$ cat src/rtl/count_window_monitor.sv
// Classifies sampled counter values against [LOW, HIGH], debounces region changes
// over CONFIRM agreeing samples, and reports entry/exit/wrap pulses, an entry tally and a skip flag.
module count_window_monitor #(
  parameter int unsigned WIDTH   = 16,
  parameter int unsigned LOW     = 1000,
  parameter int unsigned HIGH    = 50000,
  parameter int unsigned CONFIRM = 4
) (
  input  logic             clk,
  input  logic             rst,
  input  logic             sample_valid,
  input  logic [WIDTH-1:0] count,
  output logic [1:0]       region,
  output logic             in_range,
  output logic             enter_pulse,
  output logic             exit_pulse,
  output logic             wrap_pulse,
  output logic [15:0]      hit_count,
  output logic             skip_err
);

  localparam int unsigned SW = (CONFIRM < 2) ? 1 : $clog2(CONFIRM + 1);
  localparam logic [WIDTH-1:0] LOW_W  = WIDTH'(LOW);
  localparam logic [WIDTH-1:0] HIGH_W = WIDTH'(HIGH);

  typedef enum logic [1:0] {
    REG_BELOW  = 2'b00,
    REG_INSIDE = 2'b01,
    REG_ABOVE  = 2'b10
  } region_e;

  region_e          region_q, region_d;
  region_e          cand_q, cand_d;
  region_e          cls;
  logic [SW-1:0]    streak_q, streak_d;
  logic [WIDTH-1:0] prev_count_q, prev_count_d;
  logic             prev_valid_q, prev_valid_d;
  logic             in_range_q, in_range_d;
  logic             enter_q, enter_d;
  logic             exit_q, exit_d;
  logic             wrap_q, wrap_d;
  logic [15:0]      hit_q, hit_d;
  logic             skip_q, skip_d;
  logic             commit;

  // With LOW > HIGH the below/above tests cover every value, so inside never occurs.
  always_comb begin
    if (count < LOW_W) begin
      cls = REG_BELOW;
    end else if (count <= HIGH_W) begin
      cls = REG_INSIDE;
    end else begin
      cls = REG_ABOVE;
    end
  end

  always_comb begin
    region_d     = region_q;
    cand_d       = cand_q;
    streak_d     = streak_q;
    prev_count_d = prev_count_q;
    prev_valid_d = prev_valid_q;
    in_range_d   = in_range_q;
    enter_d      = 1'b0;
    exit_d       = 1'b0;
    wrap_d       = 1'b0;
    hit_d        = hit_q;
    skip_d       = skip_q;
    commit       = 1'b0;

    if (sample_valid) begin
      prev_count_d = count;
      prev_valid_d = 1'b1;
      wrap_d       = prev_valid_q && (count < prev_count_q);

      if (cls == region_q) begin
        streak_d = '0;
        cand_d   = region_q;
      end else if (cls == cand_q) begin
        if ((streak_q + 1'b1) == SW'(CONFIRM)) begin
          commit = 1'b1;
        end else begin
          streak_d = streak_q + 1'b1;
        end
      end else begin
        cand_d   = cls;
        streak_d = SW'(1);
        if (CONFIRM == 1) begin
          commit = 1'b1;
        end
      end

      // A commit always moves to a region different from the current one.
      if (commit) begin
        region_d   = cls;
        cand_d     = cls;
        streak_d   = '0;
        in_range_d = (cls == REG_INSIDE);
        enter_d    = (cls == REG_INSIDE);
        exit_d     = (region_q == REG_INSIDE);
        if ((region_q != REG_INSIDE) && (cls != REG_INSIDE)) begin
          skip_d = 1'b1;
        end
        if ((cls == REG_INSIDE) && (hit_q != '1)) begin
          hit_d = hit_q + 16'd1;
        end
      end
    end
  end

  always_ff @(posedge clk) begin
    if (rst) begin
      region_q     <= REG_BELOW;
      cand_q       <= REG_BELOW;
      streak_q     <= '0;
      prev_count_q <= '0;
      prev_valid_q <= 1'b0;
      in_range_q   <= 1'b0;
      enter_q      <= 1'b0;
      exit_q       <= 1'b0;
      wrap_q       <= 1'b0;
      hit_q        <= '0;
      skip_q       <= 1'b0;
    end else begin
      region_q     <= region_d;
      cand_q       <= cand_d;
      streak_q     <= streak_d;
      prev_count_q <= prev_count_d;
      prev_valid_q <= prev_valid_d;
      in_range_q   <= in_range_d;
      enter_q      <= enter_d;
      exit_q       <= exit_d;
      wrap_q       <= wrap_d;
      hit_q        <= hit_d;
      skip_q       <= skip_d;
    end
  end

  assign region      = region_q;
  assign in_range    = in_range_q;
  assign enter_pulse = enter_q;
  assign exit_pulse  = exit_q;
  assign wrap_pulse  = wrap_q;
  assign hit_count   = hit_q;
  assign skip_err    = skip_q;

endmodule

$ cat config.mk
export PLATFORM = sky130hd
export DESIGN_NAME = count_window_monitor
export DESIGN_NICKNAME = d
export VERILOG_FILES = /design/src/rtl/count_window_monitor.sv
export SDC_FILE = /design/constraint.sdc
export NUM_CORES = 1
export LEC_CHECK = 0
export BUFFER_PORTS_ARGS = -buffer_cell sky130_fd_sc_hd__buf_4
export CORE_MARGIN = 10
export CORE_UTILIZATION = 40
export DETAILED_ROUTE_END_ITERATION = 6
export GPL_TIMING_DRIVEN = 0
export PLACE_DENSITY = 0.61
export SLEW_MARGIN = 20
export SYNTH_ARGS = -nofsm -noshare
export SYNTH_HDL_FRONTEND = slang
export SYNTH_SLANG_ARGS = --single-unit
$ cat constraint.sdc
create_clock -name clk -period 4.1 [get_ports clk]
set_input_delay 0.41 -clock clk [delete_from_list [all_inputs] [get_ports clk]]
set_output_delay 0.41 -clock clk [all_outputs]
set_load 0.02 [all_outputs]
==> results of run 1 <==
worst paths after layout:
| path | startpoint | end | slack (ns) | cells past startpoint |
|---|---|---|---|---|
| min | count[0] | prev_count_q[0] | 0.38 | 3 |
| max reg2reg | streak_q[0] | hit_count[15] | 1.94 | 8 |
| min reg2reg | prev_valid_q | prev_valid_q | 0.48 | 2 |
| max | streak_q[0] | hit_count[15] | 1.94 | 8 |
synth_stat cells, drive strengths merged (2+ instances only):
cell,instances,area (sq um)
o21ai,14,70.06
buf,5,27.52
or4,2,15.01
o211ai,4,30.03
nand2b,3,18.77
ha,18,225.2
dfxtp,44,880.8
and2,3,18.77
nor4b,2,17.52
clkbuf,5,18.77
nand2,15,56.30
xor2,4,42.55
o21a,3,22.52
nand4,11,75.07
mux2i,18,180.2
or3,6,37.54
inv,19,71.32
a22oi,2,15.01
a21o,5,37.54
nor3,3,20.02
nor4,3,40.04
a21oi,21,105.1
nand3b,2,15.01
nor2,36,135.1
xnor2,3,26.28
nor2b,3,18.77
nand3,12,70.07
o31ai,4,30.03
nor3b,3,22.52
sequential cells by signal, indices dropped and copies added (netlist names):
name	flops
cand_q	2
enter_pulse	1
exit_pulse	1
hit_count	16
in_range	1
prev_count_q	16
prev_valid_q	1
region	1
skip_err	1
streak_q	3
wrap_pulse	1
stage by stage:
step	util (%)	hold slack, ns	worst slack (ns)	total power, W
after detailed placement	47.74	0.4605	1.874	0.0005728
after CTS	49.56	0.3721	1.925	0.0009039
after floorplan	-	0.4268	2.206	0.0005297
final	49.56	0.3752	1.942	0.0008943
after global placement	47.74	0.4469	1.860	0.0005701
after global routing	49.56	0.3824	1.716	0.0009376
power by group through the flow:
stage / clock network [W] / logic, W / registers, W
after floorplan: 0 / 0.0000735 / 0.000456
after global placement: 0 / 0.000112 / 0.000458
after detailed placement: 0 / 0.000115 / 0.000458
after CTS: 0.000340 / 0.000116 / 0.000448
after global routing: 0.000356 / 0.000132 / 0.000450
final: 0.000332 / 0.000114 / 0.000448
cell families (layout without fill, tap and decap cells):
kind of cell	after synthesis	in the layout	share of synthesized area, %
compound gates	60	60	15.33
xor+xnor	7	7	2.830
fa+ha+maj	18	18	9.259
buf+inv	29	77	4.835
flops	44	44	36.21
mux	19	19	7.870
simple gates	106	106	23.66
final cells by class:
| type | instances | area, sq um |
|---|---|---|
| plain buffers | 10 | 46.29 |
| clock buffers | 6 | 72.57 |
| clock inverters | 2 | 35.03 |
| fillers | 567 | 2987 |
| inverters | 19 | 71.32 |
| multi-input cells | 210 | 1434 |
| flip-flops and latches | 44 | 880.8 |
| well taps | 75 | 93.84 |
| repair buffers | 40 | 300.3 |
critical path: cells and delay by family, from the launching register on:
family                   cells  cell delay (ns)
AO/OA/AOI/OAI                1             0.15
XOR/XNOR                     1             0.21
adder cells (fa/ha/maj)      1             0.24
buffers and inverters        1             0.20
flip-flops                   1             0.38
AND/OR/NAND/NOR              4             0.92
per-layer routing:
metal / vias to the layer above / track usage (%)
li1: 1105 / -
met1: 991 / 15.01
met2: 44 / 19.90
met3: 7 / 3.876
met4: 0 / 2.685
met5: - / 0
==> reports/metrics.csv, run 1 <==
metric,value,unit
outcome,finished clean,
highest_layer,met4,
maxSlewViolCount,0,
grt_max_degree,14,
finalSetupTns,0,ns
overflow,0,
endpoint_kind,flip-flop,
layoutNonFillerInstCount,406,
ys_warn_count,0,
drive_gt1_share,18.13,%
powerDensity,304.8,nW/um^2
dp_hpwl,4449,microns
hold_class,in -> reg,
ant_nets,0,
cts_tree,done,
pwr-share-comb,12.8,%
ys_types,48,
design.portCount,42,
worstSetupPathType,reg -> reg,
synth_edf_count,0,
ys_seq_elements,44,
p_switching,0.0002224,W
finalWeightedCongestion,0.7999,
wl_met2,2647,microns
die_h,97.98,microns
numPortBuffers,40,
finalInstanceArea,2934,sq um
period_share,52.64,%
post_cts_buffers,0,
yosysSeqAreaShare,36.21,%
cts.sinks,44,
wl_met1,2646,microns
syn_avg_cell_area,8.595,sq um
cts-root-buf,clkbuf_8,
clk_latency,0.30,ns
worst_pin_slew,0.7560,ns
fmax,0.4634,GHz
vias_per_cell,5.288,
initial_core_util,41.08,%
vias,2147,
cts_resized,0,
finalSetupViolations,0,
min_period,2.158,ns
grtUsageTotal,12.10,%
dp.cells,398,
finClkSkew,0.008816,ns
die_area,9600,sq um
clk_pin_slew,0.09,ns
worstPathCellList,"ha_1, xor2_2, nand3_2, nor3_2, nand3_1, buf_2, or4_1, a21oi_1",
postSynth.asyncResetShare,0,%
cts_buffers,5,
cp-start-kind,flip-flop,
drv_cap,0,
irDropWorstVdd,0.1808,mV
core-area,5921,sq um
hold_buffers,0,
area_growth_syn_to_layout,20.63,%
syn_area,2432,sq um
ys.flop_type,dfxtp_1,
rsz0062_at_grt,no,
dr_wl_met3,364,microns
grt_pass1_vias,2137,
critPathSlowestCell,or4_1,
drc,0,
final_common_cell,dfxtp_1,
rows,28,
dpl_cell_area,2826,sq um
p_leak,1.196,nW
pwr-share-clk,37.1,%
layout_common_cells,"44 x dfxtp_1, 42 x buf_4, 36 x nor2_1, 21 x a21oi_1, 19 x inv_1",
cp.required,4.33,ns
critPathMaxFanout,10,
synthesis.nets,320,
seqPwrFrac,50.1,%
layout.nets,367,
antenna_found_initial,0,
clockBufferDepth,2,
finalHoldViolCount,0,
fp.dieW,97.98,microns
crit_arrival,2.39,ns
swShare,24.87,%
htree_num_levels,2,
antenna_cells,0,
first_iter_violations,78,
intPower,0.0006719,W
post_drt_wl_per_cell,14.08,microns
synthCells,283,
wl,5717,microns
first_pass_iters,4,
relSlewSlack,49.60,%
max_stage_delay,0.41,ns
grt_pass1_wl,10060,microns
Power figures use the tool's default switching activity.
==> inputs of run 2 (changes only) <==
==> constraint.sdc (replaced) <==
create_clock -name clk -period 2 [get_ports clk]
set_input_delay 0.2 -clock clk [delete_from_list [all_inputs] [get_ports clk]]
set_output_delay 0.2 -clock clk [all_outputs]
set_load 0.02 [all_outputs]
==> reports/metrics.csv, run 2 (synthesis gave the netlist of run 1 again) <==
metric,value,unit,change
fp.dieW,97.98,microns,unchanged
timing.rr.end,hit_count[15],,
drv_cap,0,,unchanged
cts_tree,done,,
powerDensity,602.6,nW/um^2,+98%
cp.required,2.24,ns,-2.09 ns
maxSlewViolCount,0,,unchanged
worstPathCellList,"ha_4, xor2_4, nand3_4, nor3_4, nand3_2, buf_6, or4_4, a21oi_2",,
ff2ff_setup_slack,0.07,ns,-1.88 ns
die_h,97.98,microns,unchanged
core-area,5921,sq um,unchanged
setup_slack,0.06541,ns,-1.876 ns
finalHoldViolCount,0,,unchanged
critPathMaxFanout,10,,unchanged
crit_path_end,hit_count[15],,
crit_arrival,2.18,ns,-0.21 ns
die_area,9600,sq um,unchanged
irDropWorstVdd,0.3717,mV,+110%
first_pass_iters,4,,unchanged
overflow,0,,unchanged
finalSetupViolations,0,,unchanged
antenna_cells,0,,unchanged
clockBufferDepth,2,,unchanged
grtUsageTotal,12.22,%,+0.12 points
clk_latency,0.30,ns,about the same
vias_per_cell,5.255,,-0.63%
cp-startpoint,streak_q[1],,
fmax,0.5169,GHz,+12%
grt_max_degree,14,,unchanged
cts-root-buf,clkbuf_8,,
first_iter_violations,79,,+1.3%
dp_hpwl,4449,microns,unchanged
dp_slack,-0.1425,ns,-2.016 ns
rows,28,,unchanged
grt_pass1_vias,2171,,+1.6%
fin_util,51.50,%,+1.9 points
hold_buffers,0,,unchanged
endpoint_kind,flip-flop,,
finalWeightedCongestion,0.7999,,unchanged
critPathSlowestCell,or4_4,,
wl,5858,microns,+2.5%
cts_buffers,5,,unchanged
dpl_cell_area,2826,sq um,unchanged
min_period,1.935,ns,-0.2236 ns
initial_core_util,41.08,%,unchanged
worst_hold_slack,0.1623,ns,-0.2129 ns
rsz0062_at_grt,yes,,
numPortBuffers,40,,unchanged
finalInstanceArea,3049,sq um,+3.9%
htree_num_levels,2,,unchanged
finClkSkew,0.007818,ns,-0.0009972 ns
r2r_start,streak_q[1],,
area_growth_syn_to_layout,25.36,%,
r2r_cells,8,,unchanged
clk_pin_slew,0.08,ns,about the same
vias,2165,,+0.84%
drive_gt1_share,22.55,%,+4.4 points
ant_nets,0,,unchanged
period_share,96.73,%,+44 points
outcome,finished clean,,
drc,0,,unchanged
grt_pass1_wl,10160,microns,+1.0%
final_common_cell,buf_4,,
design.portCount,42,,unchanged
max_stage_delay,0.42,ns,about the same
worstSetupPathType,reg -> reg,,
post_drt_wl_per_cell,14.22,microns,+0.97%
hold_class,in -> reg,,
p_leak,1.247,nW,+4.2%
p_total,0.001837,W,+110%
layout_common_cells,"48 x buf_4, 40 x dfxtp_1, 35 x nor2_1, 20 x a21oi_1, 19 x inv_1",,
worst_pin_slew,0.7558,ns,-0.0002711 ns
layout.nets,373,,+1.6%
cp-start-kind,flip-flop,,
antenna_found_initial,0,,unchanged
relSlewSlack,49.62,%,about the same
cts.sinks,44,,unchanged
-- run 2: cell types whose count changed in the layout (fill, tap and decap cells not counted), sizes merged --
cell | previous run | this run
buf | 45 | 51
-- run 2: area by class of cell --
type | instances | area [sq um]
repair buffers | 46 | 345.3
clock buffers | 6 | 72.57
well taps | 75 | 93.84
multi-input cells | 210 | 1488
flip-flops and latches | 44 | 890.9
inverters | 19 | 71.32
fillers | 560 | 2872
plain buffers | 10 | 52.55
clock inverters | 2 | 35.03
-- run 2: metrics by stage --
stage | TNS, ns | instances
final | 0 | 412
after global routing | -0.1185 | 412
after CTS | 0 | 411
after detailed placement | -0.3812 | 398
after global placement | -0.2466 | 398
after floorplan | 0 | 283
-- run 2: layer usage --
metal | GRT usage (%) | vias up | wire length, microns | part of all wire, %
li1 | - | 1119 | - | -
met1 | 15.09 | 1000 | 2688 | 46
met2 | 20.05 | 38 | 2751 | 47
met3 | 3.946 | 8 | 347 | 5.9
met4 | 2.908 | 0 | 70 | 1.2
met5 | 0 | - | 0 | 0
-- run 2: how the worst min path moves through the flow --
stage	to	depth (start not counted)	from
3_3_place_gp	prev_valid_q	2	prev_valid_q
5_1_grt	prev_count_q[0]	3	count[0]
6_report	prev_count_q[0]	3	count[0]
3_5_place_dp	prev_valid_q	2	prev_valid_q
2_1_floorplan	prev_count_q[10]	2	count[10]
4_1_cts	prev_count_q[0]	3	count[0]
-- run 2: power by group --
group | total [W] | switching (W) | internal (W)
registers | 0.000918 | 0.0000178 | 0.000901
clock network | 0.000680 | 0.000309 | 0.000371
logic | 0.000239 | 0.000133 | 0.000106
-- run 2: repair_timing --
item / CTS / global route
setup endpoints to repair: 8 / 11
pin swaps: 3 / 2
resized for setup: 5 / 13
setup buffers: 5 / 1
-- run 2: worst max-delay path, delay by kind of cell, from the launching register on --
kind	cells	cell delay, ns
xor+xnor	1	0.19
simple gates	4	0.88
compound gates	1	0.13
flops	1	0.37
fa+ha+maj	1	0.17
buf+inv	1	0.15
